File: config.mk
export PLATFORM = sky130hd
export DESIGN_NAME = alu_serial_adder
export DESIGN_NICKNAME = d
export VERILOG_FILES = /design/src/rtl/alu_serial_adder.sv
export SDC_FILE = /design/constraint.sdc
export NUM_CORES = 1
export LEC_CHECK = 0
export ABC_AREA = 1
export CORE_ASPECT_RATIO = 1.1
export CORE_MARGIN = 5
export CORE_UTILIZATION = 53
export CTS_CLUSTER_DIAMETER = 150
export DETAILED_ROUTE_END_ITERATION = 12
export PLACE_DENSITY = 0.78
export SKIP_CTS_REPAIR_TIMING = 1
export SYNTH_ARGS = -nofsm -noshare
export SYNTH_HDL_FRONTEND = slang
export SYNTH_SLANG_ARGS = --single-unit
File: constraint.sdc
create_clock -name clk -period 5 [get_ports clk]
set_input_delay 0.75 -clock clk [delete_from_list [all_inputs] [get_ports clk]]
set_output_delay 0.75 -clock clk [all_outputs]
set_load 0.1 [all_outputs]
File: src/rtl/alu_serial_adder.sv
// Multi-cycle adder/subtractor: WIDTH-bit operands are summed DIGIT bits per clock,
// LSB digit first, through a registered carry, with a start/busy/done handshake.
module alu_serial_adder #(
  parameter int WIDTH = 32,
  parameter int DIGIT = 8
) (
  input  logic             clk,
  input  logic             rst,
  input  logic             start,
  input  logic             sub,
  input  logic [WIDTH-1:0] a,
  input  logic [WIDTH-1:0] b,
  output logic             busy,
  output logic             done,
  output logic [WIDTH-1:0] result,
  output logic             cout,
  output logic             overflow,
  output logic             zero
);

  localparam int N  = WIDTH / DIGIT;
  localparam int CW = (N > 1) ? $clog2(N) : 1;

  typedef enum logic [1:0] {IDLE, RUN, DONE} state_t;

  state_t           state_q, state_d;
  logic [WIDTH-1:0] aSh_q, aSh_d;
  logic [WIDTH-1:0] bSh_q, bSh_d;
  logic [WIDTH-1:0] acc_q, acc_d;
  logic             carry_q, carry_d;
  logic [CW-1:0]    cnt_q, cnt_d;
  logic [WIDTH-1:0] result_q, result_d;
  logic             cout_q, cout_d;
  logic             overflow_q, overflow_d;
  logic             zero_q, zero_d;

  logic [DIGIT:0]   digitSum;
  logic             lastDigit;

  assign digitSum  = {1'b0, aSh_q[DIGIT-1:0]} + {1'b0, bSh_q[DIGIT-1:0]}
                   + {{DIGIT{1'b0}}, carry_q};
  assign lastDigit = (cnt_q == CW'(N - 1));

  always_ff @(posedge clk or posedge rst) begin
    if (rst) begin
      state_q    <= IDLE;
      aSh_q      <= '0;
      bSh_q      <= '0;
      acc_q      <= '0;
      carry_q    <= 1'b0;
      cnt_q      <= '0;
      result_q   <= '0;
      cout_q     <= 1'b0;
      overflow_q <= 1'b0;
      zero_q     <= 1'b1;
    end else begin
      state_q    <= state_d;
      aSh_q      <= aSh_d;
      bSh_q      <= bSh_d;
      acc_q      <= acc_d;
      carry_q    <= carry_d;
      cnt_q      <= cnt_d;
      result_q   <= result_d;
      cout_q     <= cout_d;
      overflow_q <= overflow_d;
      zero_q     <= zero_d;
    end
  end

  // Subtraction is a + ~b + 1: B is inverted on load and the +1 rides in as carry-in.
  always_comb begin
    state_d    = state_q;
    aSh_d      = aSh_q;
    bSh_d      = bSh_q;
    acc_d      = acc_q;
    carry_d    = carry_q;
    cnt_d      = cnt_q;
    result_d   = result_q;
    cout_d     = cout_q;
    overflow_d = overflow_q;
    zero_d     = zero_q;

    case (state_q)
      IDLE, DONE: begin
        if (start) begin
          state_d = RUN;
          aSh_d   = a;
          bSh_d   = sub ? ~b : b;
          carry_d = sub;
          cnt_d   = '0;
        end else if (state_q == DONE) begin
          state_d = IDLE;
        end
      end
      RUN: begin
        aSh_d   = aSh_q >> DIGIT;
        bSh_d   = bSh_q >> DIGIT;
        carry_d = digitSum[DIGIT];
        acc_d   = (acc_q >> DIGIT) | (WIDTH'(digitSum[DIGIT-1:0]) << (WIDTH - DIGIT));
        cnt_d   = cnt_q + CW'(1);
        // On the last digit the low DIGIT bits of A/B are the operand MSB digit,
        // so sign overflow is "equal operand signs, different result sign".
        if (lastDigit) begin
          state_d    = DONE;
          result_d   = acc_d;
          cout_d     = digitSum[DIGIT];
          overflow_d = (aSh_q[DIGIT-1] == bSh_q[DIGIT-1]) &&
                       (digitSum[DIGIT-1] != aSh_q[DIGIT-1]);
          zero_d     = (acc_d == '0);
        end
      end
      default: state_d = IDLE;
    endcase
  end

  assign busy     = (state_q == RUN);
  assign done     = (state_q == DONE);
  assign result   = result_q;
  assign cout     = cout_q;
  assign overflow = overflow_q;
  assign zero     = zero_q;

endmodule

; ---- After elaboration in Yosys (flattened, before gate mapping)
; Cells that the tools add are included.
; W data, S select, Z words.
[word_totals]
reg_bits = 136
latchBits = 0
ram_bits = 0
mem_bits_ro = 0
inputBits = 68
n_memories = 0
[op_classes]
addsub = 3
n_mul = 0
n_div = 0
magnitude_cmp = 0
eq_ne = 8
n_shift = 0
muxes = 13
bitwise_logic = 2
n_reduce_logical = 8
[op_table]
columns = op, n
row1 = $pmux W32 S2, 2
row2 = $mux W32, 3
row3 = $logic_not A32 Y1, 1
row4 = $not A32 Y32, 1
row5 = $or A24 B32 Y32, 1
row6 = $add A8 B8 Y9, 1
row7 = $add A9 B1 Y9, 1
row8 = $mux W2, 4
row9 = $pmux W2 S2, 2
row10 = $reduce_and A2 Y1, 3
row11 = $eq A2 B2 Y1 const B, 2
row12 = $ne A3 B3 Y1 const B, 1
row13 = $add A2 B1 Y2 const B, 1
row14 = $eq A2 B1 Y1 const B, 1
row15 = $logic_not A2 Y1, 1
row16 = $ne A2 B1 Y1 const B, 1
row17 = $ne A2 B2 Y1 const B, 1
row18 = $pmux W1 S2, 1
row19 = $reduce_bool A2 Y1, 1
row20 = $reduce_or A2 Y1, 1
row21 = $eq A1 B1 Y1, 1
row22 = $logic_and A1 B1 Y1, 1
row23 = $mux W1, 1
row24 = $ne A1 B1 Y1, 1

; ---- Logic depth before layout (Yosys ltp)
[logic_depth]
depth_word = 4
ltp_mapped = 11
mapped_depth_nobuf = 11

; ---- Least setup slack after synthesis
; Ideal clock, no wire load.
[synth_path]
kind = register to output
startpoint = reg state_q[0]
endpoint = out done
arrival_ns = 1.713
required_time_ns = 4.250
slack_ns = 2.537
path_stages_with_launch = 2
n_path_buf = 0
path_cell_list = dfrtp_1 -> nor2_1
[synth_between]
elab_chain_len = 1
[synth_lines]
columns = item, line
row1 = from (decl), 26  ; state_t state_q, state_d;
row2 = from (signal assigned), 57  ; state_q <= state_d;
row3 = $eq A2 B2 Y1, 117  ; assign done = (state_q == DONE);
row4 = to (decl), 14  ; output logic done,
; No other way between the ends.

; ---- Worst setup path after layout
[layout_path]
startpoint = reg state_q[0]
endpoint = out busy
[layout_between]
elab_chain_len = 1
[layout_lines]
columns = item, line
row1 = $eq A2 B1 Y1, 116  ; assign busy = (state_q == RUN);
row2 = to (decl), 13  ; output logic busy,
; No other way between the ends.

==> impl_metrics.env <==
export IMPL_status="finished, final reports clean"
export IMPL_cp_start_kind="register"
export IMPL_ys_seq_area_share_pct=54.27
export IMPL_crit_arrival_ns=2.67
export IMPL_synth_enable_flop_cells=0
export IMPL_core_region_area_sq_um=10910
export IMPL_fin_crit_ns=3.424
export IMPL_ys_flop_type="dfrtp_1"
export IMPL_crit_type="reg -> out"
export IMPL_die_w_microns=110.6
export IMPL_cts_buffers=17
export IMPL_fin_ws_ns=1.576
export IMPL_synthesis_nets=723
export IMPL_first_pass_iters=5
export IMPL_final_layout_size_suffix_gt1_share_pct=7.867
export IMPL_synth_compound_area_share_pct=16.53
export IMPL_postLayoutCellArea_sq_um=7571
export IMPL_path_cells="nand2_4 -> inv_1 -> clkdlybuf4s50_1"
export IMPL_clk_pin_slew_worst_paths_ns=0.05
export IMPL_synth_top_family_by_area="compound AO/OA/AOI/OAI gates"
export IMPL_clock_latency_ns=0.40
export IMPL_hold_class="reg -> reg"
export IMPL_gr_total_overflow=0
export IMPL_syn_avg_cell_area_sq_um=9.154
export IMPL_critPathTopFamily="buffers and inverters"
export IMPL_tns_ns=0
export IMPL_vias=4773
export IMPL_antennaDiodeCount=0
export IMPL_ys_ff_latch=128
export IMPL_tightest_slew_ns=1.126
export IMPL_path_max_fanout=72
export IMPL_ys_warn_count=0
export IMPL_grt_max_degree=75
export IMPL_holdWs_ns=0.4690
export IMPL_synthAdderAreaFrac_pct=2.373
export IMPL_cts_root_buffer="clkbuf_16"
export IMPL_endpoint_kind="output port"
export IMPL_synth_cell_types=30
export IMPL_portBuffers=104
export IMPL_synthMuxAreaShare_pct=0
export IMPL_wl_per_cell_microns=15.28
export IMPL_initial_core_util_pct=54.12
export IMPL_cap_violations=0
export IMPL_dp_hpwl_microns=9368
export IMPL_ys_top_cells_by_count="nand2_1, dfrtp_1, inv_1, o21ai_0, o211ai_1"
export IMPL_cp_slowest_cell="clkdlybuf4s50_1"
export IMPL_clock_sinks=128
export IMPL_grt_pass1_wl_microns=23580
export IMPL_yosysMostFrequentCell="nand2_1"
export IMPL_num_rows=40
export IMPL_period_share_pct=68.47
export IMPL_htree_num_levels=4
export IMPL_cp_required_ns=4.25
export IMPL_postSynthCellCount=645
export IMPL_drc=0
export IMPL_synthTopCellsByArea="dfrtp_1, nand2_1, inv_1"
export IMPL_synth_area_leader_cell="dfrtp_1"
export IMPL_grt_pass1_vias=4935
export IMPL_pre_cts_slack_ns=1.483
export IMPL_ant_nets=0
export IMPL_rsz0062_at_grt="no"
export IMPL_area_growth_syn_to_layout_pct=28.23
export IMPL_synthXorXnorAreaFrac_pct=2.670
export IMPL_drt_iter0_drc=276
export IMPL_hold_violations=0
export IMPL_routed_wl_microns=13700
export IMPL_track_usage_pct=21.51
export IMPL_drt_vias_per_instance=5.321
export IMPL_path_buf_inv=2
export IMPL_synth_async_sr_flop_share_pct=100.0
export IMPL_fmax_ghz=0.2921
export IMPL_cts_tree="yes"
export IMPL_synth_top_cell_area_share_pct=53.82
export IMPL_slew_violations=0
export IMPL_globalplace_congestion=0.9587
export IMPL_die_h_microns=120.7
export IMPL_fin_nets=815
export IMPL_fin_skew_ns=0.006175
export IMPL_slowest_delay_ns=1.15
export IMPL_place_area_sq_um=6944
export IMPL_max_slew_margin_pct=24.92
export IMPL_io_pins=105
export IMPL_grt_antenna_before_repair=0
export IMPL_synth_area_sq_um=5904
export IMPL_synthSimpleGateAreaFrac_pct=16.23
export IMPL_finalSetupViolCount=0
export IMPL_clockBufferDepth=2
export IMPL_die_area_sq_um=13350
==> path summary, 6_finish.rpt <==
path	startpoint	endpoint	slack, ns	depth (start not counted)
min in group asynchronous	rst	acc_q[11]$_DFFE_PP0P_	0.88	2
hold reg to reg	result[7]$_DFFE_PP0P_	result[7]$_DFFE_PP0P_	0.47	2
max in group asynchronous	rst	cout$_DFFE_PP0P_	3.17	3
setup / recovery	state_q[0]$_DFFE_PP0P_	busy	1.58	3
hold / removal	result[7]$_DFFE_PP0P_	result[7]$_DFFE_PP0P_	0.47	2
setup reg to reg	state_q[0]$_DFFE_PP0P_	bSh_q[23]$_DFFE_PP0P_	2.25	6
==> placed cells by master (no fill, tap or decap), types with 2 or more instances in the layout <==
| cell type | n |
|---|---|
| a21oi_1 | 20 |
| a22o_1 | 7 |
| buf_4 | 3 |
| bufinv_16 | 5 |
| clkbuf_1 | 3 |
| clkbuf_16 | 17 |
| clkdlybuf4s50_1 | 103 |
| clkinv_2 | 5 |
| clkinvlp_4 | 2 |
| dfrtp_1 | 127 |
| fa_1 | 2 |
| ha_1 | 8 |
| inv_1 | 66 |
| inv_2 | 3 |
| nand2_1 | 185 |
| nand2_4 | 2 |
| nand3_1 | 18 |
| nand3b_1 | 3 |
| nand4_1 | 4 |
| nor2_1 | 18 |
| o211ai_1 | 30 |
| o21ai_0 | 45 |
| o21ai_1 | 16 |
| o21ai_2 | 17 |
| o221ai_1 | 11 |
| o22ai_1 | 5 |
| xnor2_1 | 18 |
==> layout make-up <==
| class | instances | area, sq um |
|---|---|---|
| fillers | 870 | 3339 |
| flip-flops and latches | 128 | 3204 |
| repair buffers | 107 | 1059 |
| multi-input cells | 413 | 2232 |
| clock inverters | 12 | 190.2 |
| clock buffers | 20 | 436.7 |
| well taps | 147 | 183.9 |
| inverters | 70 | 265.3 |
==> tightest hold or removal path, stage by stage, from the launching register on <==
cell and delay, ns:
dfrtp_1 0.34, nand2_1 0.05, nand2_1 0.04
==> metrics by stage <==
stage | cells | utilization (%)
after global routing | 897 | 69.39
after detailed placement | 865 | 63.65
after global placement | 865 | 63.65
final | 897 | 69.39
after floorplan | 645 | -
after CTS | 897 | 69.39
==> cells by family (layout without fill, tap and decap cells) <==
family,count (synthesis),in the layout
simple gates,233,233
fa+ha+maj,10,10
compound gates,152,152
xor+xnor,18,18
buf+inv,104,209
flops,128,128
==> layer usage <==
metal	GRT usage [%]	wire (microns)	share of wire, %	vias up
li1	-	-	-	2302
met1	26.76	5654	41	2289
met2	36.91	7029	51	156
met3	5.506	703	5.1	26
met4	6.851	317	2.3	0
met5	0	0	0	-
==> flip-flops by register name, summed over array words and instances (netlist names), 2 cells and up <==
register,count
aSh_q,32
acc_q,24
bSh_q,32
cnt_q,2
result,32
state_q,2
Power is left out: the tool's default activity adds up to more than one toggle a clock period on the data nets, which glitch-free logic cannot reach.
